<file path="config.mk">
export PLATFORM = sky130hd
export DESIGN_NAME = parking_gate_decoder
export DESIGN_NICKNAME = d
export VERILOG_FILES = /design/src/rtl/parking_pkg.sv /design/src/rtl/parking_gate_decoder_debounce.sv /design/src/rtl/parking_gate_decoder.sv
export SDC_FILE = /design/constraint.sdc
export NUM_CORES = 1
export LEC_CHECK = 0
export ABC_AREA = 0
export CAP_MARGIN = 25
export CORE_MARGIN = 8
export CORE_UTILIZATION = 40
export DETAILED_ROUTE_END_ITERATION = 8
export GPL_ROUTABILITY_DRIVEN = 0
export HOLD_SLACK_MARGIN = 0.15
export PLACE_DENSITY = 0.59
export REMOVE_ABC_BUFFERS = 1
export SKIP_LAST_GASP = 1
export SLEW_MARGIN = 40
export SYNTH_ARGS = -nofsm -noshare
export SYNTH_HDL_FRONTEND = slang
export SYNTH_SLANG_ARGS = --single-unit
</file>
<file path="constraint.sdc">
create_clock -name clk -period 1.3 [get_ports clk]
set_input_delay 0.26 -clock clk [delete_from_list [all_inputs] [get_ports clk]]
set_output_delay 0.26 -clock clk [all_outputs]
set_load 0.05 [all_outputs]
</file>
<file path="src/rtl/parking_pkg.sv">
// Shared types and sensor codes for the parking gate decoder.
package parking_pkg;

   // Car-tracking states: EN_* walk an entry (A then B), EX_* walk an exit (B then A).
   typedef enum logic [2:0] {
      IDLE,
      EN_A,
      EN_AB,
      EN_B,
      EX_B,
      EX_AB,
      EX_A,
      ERR
   } gate_state_t;

   // Debounced sensor pair encoded as {a, b}.
   localparam logic [1:0] S_NONE = 2'b00;
   localparam logic [1:0] S_A    = 2'b10;
   localparam logic [1:0] S_AB   = 2'b11;
   localparam logic [1:0] S_B    = 2'b01;

endpackage

</file>
<file path="src/rtl/parking_gate_decoder_debounce.sv">
// Two-flop synchronizer followed by a stability-count debouncer for one sensor.
module sensor_debounce #(
   parameter int DEBOUNCE_CYCLES = 4
) (
   input  logic clk,
   input  logic reset,
   input  logic raw,
   output logic clean
);
   import parking_pkg::*;

   localparam int CNT_W = $clog2(DEBOUNCE_CYCLES + 1);
   // The output flips on the DEBOUNCE_CYCLES-th consecutive disagreeing cycle.
   localparam logic [CNT_W-1:0] CNT_LAST = CNT_W'(DEBOUNCE_CYCLES - 1);

   logic             sync_meta_reg;
   logic             sync_reg;
   logic [CNT_W-1:0] count_reg;
   logic             clean_reg;

   // Synchronize the raw input, then count cycles of disagreement before flipping.
   always_ff @(posedge clk) begin
      if (reset) begin
         sync_meta_reg <= 1'b0;
         sync_reg      <= 1'b0;
         count_reg     <= '0;
         clean_reg     <= 1'b0;
      end else begin
         sync_meta_reg <= raw;
         sync_reg      <= sync_meta_reg;
         if (sync_reg != clean_reg) begin
            if (count_reg == CNT_LAST) begin
               clean_reg <= sync_reg;
               count_reg <= '0;
            end else begin
               count_reg <= count_reg + CNT_W'(1);
            end
         end else begin
            count_reg <= '0;
         end
      end
   end

   assign clean = clean_reg;

endmodule

</file>
<file path="src/rtl/parking_gate_decoder.sv">
// Turns the outer (A) and inner (B) gate sensors into enter/exit pulses by
// following the car through the ordered blocking pattern of both beams.
module parking_gate_decoder #(
   parameter int DEBOUNCE_CYCLES = 4
) (
   input  logic clk,
   input  logic reset,
   input  logic a_raw,
   input  logic b_raw,
   output logic enter,
   output logic exit,
   output logic busy,
   output logic seq_err
);
   import parking_pkg::*;

   logic        a_db;
   logic        b_db;
   logic [1:0]  s;

   gate_state_t state_reg, state_next;
   logic        enter_reg, enter_next;
   logic        exit_reg, exit_next;
   logic        seq_err_reg, seq_err_next;
   logic        busy_reg;

   sensor_debounce #(.DEBOUNCE_CYCLES(DEBOUNCE_CYCLES)) u_db_a (
      .clk   (clk),
      .reset (reset),
      .raw   (a_raw),
      .clean (a_db)
   );

   sensor_debounce #(.DEBOUNCE_CYCLES(DEBOUNCE_CYCLES)) u_db_b (
      .clk   (clk),
      .reset (reset),
      .raw   (b_raw),
      .clean (b_db)
   );

   assign s = {a_db, b_db};

   // State register; pulses and busy are registered alongside the transition.
   always_ff @(posedge clk) begin
      if (reset) begin
         state_reg   <= IDLE;
         enter_reg   <= 1'b0;
         exit_reg    <= 1'b0;
         seq_err_reg <= 1'b0;
         busy_reg    <= 1'b0;
      end else begin
         state_reg   <= state_next;
         enter_reg   <= enter_next;
         exit_reg    <= exit_next;
         seq_err_reg <= seq_err_next;
         busy_reg    <= (state_next != IDLE);
      end
   end

   // Next-state decode; a pulse is raised only on the transition that earns it.
   always_comb begin
      state_next   = state_reg;
      enter_next   = 1'b0;
      exit_next    = 1'b0;
      seq_err_next = 1'b0;
      case (state_reg)
         IDLE: begin
            if (s == S_A)       state_next = EN_A;
            else if (s == S_B)  state_next = EX_B;
            else if (s == S_AB) begin state_next = ERR; seq_err_next = 1'b1; end
         end
         EN_A: begin
            if (s == S_AB)        state_next = EN_AB;
            else if (s == S_NONE) state_next = IDLE;
            else if (s == S_B)    begin state_next = ERR; seq_err_next = 1'b1; end
         end
         EN_AB: begin
            if (s == S_B)         state_next = EN_B;
            else if (s == S_A)    state_next = EN_A;
            else if (s == S_NONE) begin state_next = ERR; seq_err_next = 1'b1; end
         end
         EN_B: begin
            if (s == S_NONE)      begin state_next = IDLE; enter_next = 1'b1; end
            else if (s == S_AB)   state_next = EN_AB;
            else if (s == S_A)    begin state_next = ERR; seq_err_next = 1'b1; end
         end
         EX_B: begin
            if (s == S_AB)        state_next = EX_AB;
            else if (s == S_NONE) state_next = IDLE;
            else if (s == S_A)    begin state_next = ERR; seq_err_next = 1'b1; end
         end
         EX_AB: begin
            if (s == S_A)         state_next = EX_A;
            else if (s == S_B)    state_next = EX_B;
            else if (s == S_NONE) begin state_next = ERR; seq_err_next = 1'b1; end
         end
         EX_A: begin
            if (s == S_NONE)      begin state_next = IDLE; exit_next = 1'b1; end
            else if (s == S_AB)   state_next = EX_AB;
            else if (s == S_B)    begin state_next = ERR; seq_err_next = 1'b1; end
         end
         ERR: begin
            if (s == S_NONE)      state_next = IDLE;
         end
         default: state_next = IDLE;
      endcase
   end

   assign enter   = enter_reg;
   assign exit    = exit_reg;
   assign seq_err = seq_err_reg;
   assign busy    = busy_reg;

endmodule

</file>
* Yosys cells after proc, flatten, opt, wreduce, memory -nomap -nowiden
Index checks and enable logic that the tools add are counted.
Cells by class: add/subtract/negate cells 2, eq/ne operators 14, mux-type cells 39, bitwise logic cells 4, reductions and logical operators 9
Operators with widths (count):
- $mux W3 | 19
- $pmux W3 S8 | 1
- $mux W1 | 18
- $eq A3 B2 Y1 const B | 4
- $eq A3 B3 Y1 const B | 4
- $pmux W1 S7 | 1
- $add A3 B1 Y3 const B | 2
- $reduce_or A3 Y1 | 2
- $eq A2 B2 Y1 const B | 2
- $not A1 Y1 | 4
- $reduce_and A2 Y1 | 2
- $reduce_or A2 Y1 | 2
- $eq A3 B1 Y1 const B | 1
- $logic_not A3 Y1 | 1
- $reduce_bool A3 Y1 | 1
- $eq A2 B1 Y1 const B | 1
- $logic_not A2 Y1 | 1
- $ne A1 B1 Y1 | 2
Word-level totals: flip-flop bits (word level) 19, bits of input ports 4, output and inout bits 4, word-level logic and storage cells 81

* Longest topological paths before layout
depth after elaboration 6, depth in mapped cells 5, gate-level depth less buffers 4

* Cells and area by module
Synthesis repeated with hierarchy kept, for this count alone.
Second synthesis, totals: cell total of the unflattened synthesis 92, area total of the unflattened synthesis 915.9 µm²
By module, submodules not included:
- parking_gate_decoder | times used 1, cells each 58, area each 493.0 µm², sequential area each 140.1 µm²
- sensor_debounce | times used 2, cells each 17, area each 211.5 µm², sequential area each 120.1 µm²

* Worst setup path before layout
OpenSTA, ideal clock, no wires.
kind register to register, start point reg u_db_a.count_reg[0], end point reg u_db_a.count_reg[0], setup time 0.065 ns, arrival 1.158 ns, data required time 1.235 ns, path slack 0.077 ns, stages on the path, launching flop included 5, path buffers 0, period minus slack after synthesis 1.223 ns, cell sequence dfxtp_1 > ha_1 > ha_1 > or3_1 > nor2_1
Between the ends: word-level cells in the longest chain between the ends 2, elaborated cells between the ends (all ways) 3, those cells by class add/sub (1); eq/ne (1); reduce/logical (1)
RTL lines:
- from (decl) | RTL line parking_gate_decoder_debounce.sv:18 | logic [CNT_W-1:0] count_reg;
- from (signal assigned) | RTL line parking_gate_decoder_debounce.sv:36 | count_reg <= count_reg + CNT_W'(1);
- parallel branches: the longest is 2 deep, another holds $add A3 B1 Y3
Several ways; the timed one is not identified. A chain may end at the register's enable or synchronous reset.

* Worst setup path after layout
start point reg u_db_a.count_reg[0], end point reg u_db_a.count_reg[2]
Same word-level chain as after synthesis.

==> results by group <==
Hold path
  • HP Class: flop to flop

Timing
  • Final Hold Vio Count: 0
  • Final Cycle Share: 96.3%
  • Fmax achieved: between 0.7 and 0.8 GHz
  • Slew margin rel.: around four fifths
  • Crit path time final: between 1 and 1.5 ns
  • Setup TNS: 0 ns
  • Final Skew: approximately 0.006 ns
  • Worst setup margin: 0.0485 ns
  • Tightest Pin Transition: 0.299 ns
  • Final setup violation count: 0
  • Hold_ws: between 0.4 and 0.5 ns
  • Final slew viol count: 0

Clock tree
  • Clock latency on the worst-skew pair: roughly 0.30 ns
  • Worst-case clock buffer depth: 2
  • Max H-tree Level: 1
  • Cts hold-fix bufs: 0
  • CTS tree: done
  • Num CTS Buffers: 3
  • Root buffer cell: clkbuf_4
  • Clk sinks: 19
  • Worst-path clk slew: 0.10 ns

Floorplanning
  • Die height: 61.7 um
  • Rows: 16
  • Core area: ~2000 um^2
  • Number of top-level pins: 8
  • Initial Utilization: 42.5%
  • Die width: 61.7 um
  • Die area: 3800 um^2

Worst setup path
  • Critical Path Start Type: flop
  • Critical Setup Path Class: flop to flop
  • Reg-to-reg setup timing slack: between 0.04 and 0.05 ns
  • CP endpoint kind: flop
  • Reg-to-Reg End: u_db_a.count_reg[2]
  • Critical path destination: u_db_a.count_reg[2]
  • R2R cell count: 4
  • WP data required: 1.54 ns
  • Crit path DAT: between 1 and 1.5 ns
  • Critical path peak fanout: 3
  • R2r startpoint: u_db_a.count_reg[0]
  • Crit path from: u_db_a.count_reg[0]

Logic synthesis
  • Flop and latch count out of synthesis: 19
  • Share of Yosys cell area claimed by the top area cell type: 45.6%
  • Area contributors post-synth: dfxtp_1 (46%), ha_1 (6.0%), nor2_1 (5.8%)
  • Syn Area/Cell: around 8.9 um^2
  • Area leader, netlist: dfxtp_1
  • Synthesized cell area: about 830 um^2
  • EDFF count, synth: 0
  • Ys async rst share: 0%
  • Synth cell types: 28
  • Prevailing post-synth register cell: dfxtp_1
  • Syn Inst Count: 94
  • Post-synth top cells: dfxtp_1 (19), nor2_1 (13), nor2b_1 (7)
  • Ys Warns: 0
  • Count leader, synth: dfxtp_1
  • Part of the Yosys area used for sequential elements: between 40 and 50%

Final layout
  • Fillcell total: 193
  • Reg area: 384 um^2
  • Final cell count without fillers: 143
  • Final #Nets: 125
  • Layout cells sized above 1: 29.3%
  • Area of the multi-input gates: 430 um^2
  • Area grow syn2layout: 36.0%
  • Final core occ: 57.8%
  • Diodes inserted: 0

Placed design
  • Port Buffers: 7
  • Detail Placement HPWL: 1210 um
  • Dpl cells: 138
  • Pre-CTS setup slack: -0.0260 ns

Power and ir drop
  • Pwr/cell area: 819 nW/um^2
  • Maximum VDD drop: ~0.00058 V
  • Leak pwr: about 0.44 nW

Detailed routing
  • Drt wl/cell: 10.8 um
  • Via density: between 4 and 5
  • DRT antenna net count: 0
  • Drt drc: 0
  • DR iter-0 viols: 4
  • Vias: 706
  • WL final: 1550 um
  • Drt pass-1 iters: 4

Global route
  • Remaining Overflow, GRT: 0
  • Vias in the first global route: 622
  • All-Layer GR Usage: under 10%
  • Largest net degree at the start of global routing: 11
  • First-pass GRT wire length: 2640 um
  • Antenna violations before repair: 0

Outcome
  • Status: finished, final reports clean

Job
  • Max-cap viol count: 0
kinds of logic after synthesis:
kind of cell,count (synthesis),synth area share [%]
DFF,19,45.6
and+or+nand+nor,34,21.7
AOI/OAI and AO/OA,19,14.1
muxes,3,3.60
adders and majority gates,4,6.00
buffers and inverters,12,5.85
xor gates and xnor gates,3,3.15
stage by stage:
stage / power, mW / area (um^2)
6_report: 0.929 / 1130
3_3_place_gp: 0.641 / 1070
5_1_grt: 0.973 / 1130
3_5_place_dp: 0.642 / 1070
2_1_floorplan: 0.615 / 808
4_1_cts: 0.934 / 1110
cells in the final DEF (no fill, tap or decap), types with 3 or more instances in the layout:
cell type        count
a21oi_1              5
buf_12               4
buf_4               17
clkbuf_4             3
clkdlybuf4s50_1      3
dfxtp_1             16
dfxtp_2              3
inv_1                6
mux2i_1              3
nor2_1              11
nor2b_1              7
o21ai_0              5
worst min path at each step:
stage                             start             endpoint  slack [ns]  cells past startpoint
global route        u_db_a.count_reg[0]  u_db_a.count_reg[0]        0.43                      1
global placement    u_db_b.count_reg[0]  u_db_b.count_reg[0]        0.41                      1
detailed placement  u_db_a.count_reg[0]  u_db_a.count_reg[0]        0.42                      1
finish              u_db_a.count_reg[0]  u_db_a.count_reg[0]        0.40                      1
floorplan                         reset                 busy        0.33                      1
CTS                 u_db_a.count_reg[0]  u_db_a.count_reg[0]        0.43                      1
routing by layer:
layer / part of all wire (%) / track usage [%] / vias to the layer above
met2: 44 / 14.8 / 17
met1: 48 / 10.8 / 320
met5: 0 / 0 / -
met4: 2.7 / 5.84 / 0
met3: 5.6 / 3.55 / 5
li1: - / - / 364
report_power, final:
| group | total, mW | leakage, nW | internal, mW | switching (mW) |
|---|---|---|---|---|
| clock | 0.297 | 0.0150 | 0.120 | 0.178 |
| combinational | 0.0392 | 0.269 | 0.0249 | 0.0143 |
| sequential | 0.593 | 0.155 | 0.590 | 0.00303 |
| total | 0.929 | 0.439 | 0.734 | 0.195 |
final cells by class:
cell class / instances / area share (%)
inverter: 6 / 1.98
tap: 27 / 2.98
clock buffer: 4 / 2.32
sequential: 19 / 33.8
timing repair buffer: 24 / 20.9
multi-input combinational: 63 / 37.9
what timing repair did:
| action | 4_1_cts | 5_1_grt |
|---|---|---|
| setup buffers | 0 | 1 |
| gates resized for setup | 2 | 8 |
| setup endpoints to repair | 5 | 8 |
| pin swaps | 0 | 1 |
worst max-delay path, cell delays in order (launching register included):
cell and delay, ns:
dfxtp_2 0.33, ha_1 0.19, ha_2 0.19, or3_4 0.39
nor2_1 0.09
Note: power is estimated with default switching activity, not from simulation.
==> RTL change (same flow settings) <==
The output `enter` loses its register stage (`enter_reg` becomes a continuous assignment).
--- a/src/rtl/parking_gate_decoder.sv
+++ b/src/rtl/parking_gate_decoder.sv
@@ -45,5 +45,4 @@
       if (reset) begin
          state_reg   <= IDLE;
-         enter_reg   <= 1'b0;
          exit_reg    <= 1'b0;
          seq_err_reg <= 1'b0;
@@ -51,5 +50,4 @@
       end else begin
          state_reg   <= state_next;
-         enter_reg   <= enter_next;
          exit_reg    <= exit_next;
          seq_err_reg <= seq_err_next;
@@ -57,4 +55,6 @@
       end
    end
+
+   assign enter_reg = enter_next;
 
    // Next-state decode; a pulse is raised only on the transition that earns it.
Behaviour: same outputs for any inputs over 10 cycles, from zero or initial values and one cycle with reset high; that may be too few to reach the edited logic, so the function may still have changed.
==> RTL change against the unedited design <==
  * The flow now finishes with violations (setup timing)
  * Area after synthesis shrank 1.6%
  * Sequential cell count is 1 lower
  * Clock power rose by 16%
  * Setup slack got worse by 0.14 ns
  * Hold slack gained 0.0026 ns
  * Synthesized cell count down 1.1%
  * Power is 0.41% higher
  * Final area increased by 7.4%
  * Wire length up 17%
  * Critical path type is now flip-flop to primary output
==> RTL change: results (changes against the unedited design) <==
status finished with violations (was completed); failing checks setup timing; cells on worst reg2reg path 5 (was 4); crit path DAT 1.13 ns (was 1.49 ns); Compound-Gate Fraction of Synth Area 0.154 (was 0.141); crit-path max cell delay 0.37 ns (was 0.39 ns); worst r2r src state_reg[1]$_SDFF_PP0_ (was u_db_a.count_reg[0]$_SDFF_PP0_); HPWL after DPL 1130 um (was 1210 um); ranking of synthesized cells by area dfxtp_1, ha_1, nor2b_1 (was dfxtp_1, ha_1, nor2_1); fin worst setup slack -0.0869 ns (was 0.0485 ns); Cell variety after synth 30 (was 28); share of cells above drive strength 1 0.442 (was 0.293); adder-cell area share of the yosys netlist 0.0610 (was 0.0600); DRT iter0 DRCs 16 (was 4); initial antenna violation count 0 (unchanged); most frequent cells after synthesis dfxtp_1, nor2_1, nor2b_1 (unchanged); Worst Hold Path Cells 1 (unchanged); DRT Pass-1 Iters 4 (unchanged); Routed WL 1810 um (was 1550 um); Post-DP Area 1030 um^2 (was 1070 um^2); Warnings, synthesis 0 (unchanged); Antenna Cells 0 (unchanged); global-route wire length before repair 2880 um (was 2640 um); vias in the first global route 690 (was 622); relative slew slack 0.842 (was 0.800); Pleak 0.000485 uW (was 0.000439 uW); vias per inst 4.97 (was 4.94); post-synthesis mux area share 0.0366 (was 0.0360); Setup Skew 0.00977 ns (was 0.00609 ns); Worst path slowest cell dfxtp_4 (was or3_4); register area share after synthesis 0.439 (was 0.456); final setup violation count 2 (was 0); Root Buffer clkbuf_4 (unchanged); Post-Synth XOR/XNOR Area 0.0320 (was 0.0315); Peak VDD IR 0.000655 V (was 0.000576 V); gr usage total 0.0991 (was 0.0955); Final Non-Filler Cells 147 (was 143); CP Launch Point state_reg[2]$_SDFF_PP0_ (was u_db_a.count_reg[0]$_SDFF_PP0_); Avg Inst Size Synth 8.83 um^2 (was 8.88 um^2); Fillers 173 (was 193); nets@finish 129 (was 125); R2R setup slack -0.03 ns (was 0.05 ns)
==> RTL change: cell types whose count changed in the layout (fill, tap and decap cells not counted), moves of 2 or more <==
cell     before  now
nor2_4        0    2
a21oi_2       0    2
dfxtp_4       0    3
nor2_1       11    9
buf_4        17   20
nand2_1       2    5
a21oi_1       5    3
buf_6         0    2
and2_1        2    0
o21ai_0       5    3
dfxtp_1      16   11
==> RTL change: final timing paths <==
check | to
hold / removal | u_db_a.count_reg[0]$_SDFF_PP0_
hold reg to reg | u_db_a.count_reg[0]$_SDFF_PP0_
setup / recovery | enter
setup reg to reg | seq_err$_SDFF_PP0_
==> RTL change: where the power goes <==
part / total, uW / switching [uW] / leakage (uW) / internal, uW
Clock: 344 / 174 / 0.0000210 / 170
Combinational: 33.0 / 13.0 / 0.000314 / 20.0
Sequential: 556 / 3.11 / 0.000150 / 553
==> RTL change: area by class of cell <==
cell class,instances,area share
Tap cell,27,0.0277
Clock buffer,4,0.0298
Timing Repair Buffer,29,0.232
Sequential cell,18,0.309
Multi-Input combinational cell,64,0.386
Inverter,5,0.0154
==> RTL change: worst max-delay path, delay by kind of cell (launching register included) <==
kind / cells / cell delay [ns]
and+or+nand+nor: 2 / 0.33
buffers and inverters: 1 / 0.13
DFF: 1 / 0.37
==> RTL change: stage by stage <==
stage          setup WS [ns]  hold slack (ns)   util  total power (uW)  setup TNS [ns]
4_1_cts              -0.0563            0.432  0.596               936          -0.152
3_5_place_dp         -0.0137            0.417  0.530               605         -0.0140
5_1_grt               -0.123            0.421  0.628               963          -0.249
3_3_place_gp         0.00774            0.409  0.530               604               0
6_report             -0.0869            0.406  0.628               933          -0.113
2_1_floorplan         -0.110            0.329      -               584          -0.142
==> RTL change: kinds of logic after synthesis <==
group           Yosys count
simple gates             35
xor+xnor                  3
flops                    18
buf+inv                  11
mux                       3
compound gates           19
fa+ha+maj                 4
==> RTL change: what timing repair did <==
action                     CTS  global route
setup endpoints to repair    4             9
pin swaps                    2             7
gates cloned                 0             0
hold buffers                 0             0
resized for setup           15            14
setup buffers                7             2
==> RTL change: layer usage <==
layer | wire, um | GRT usage | vias up | share of wire
li1 | - | - | 372 | -
met1 | 877 | 0.129 | 344 | 0.49
met2 | 849 | 0.157 | 15 | 0.47
met3 | 81 | 0.0230 | 0 | 0.045
met4 | 0 | 0.0299 | 0 | 0
met5 | 0 | 0 | - | 0
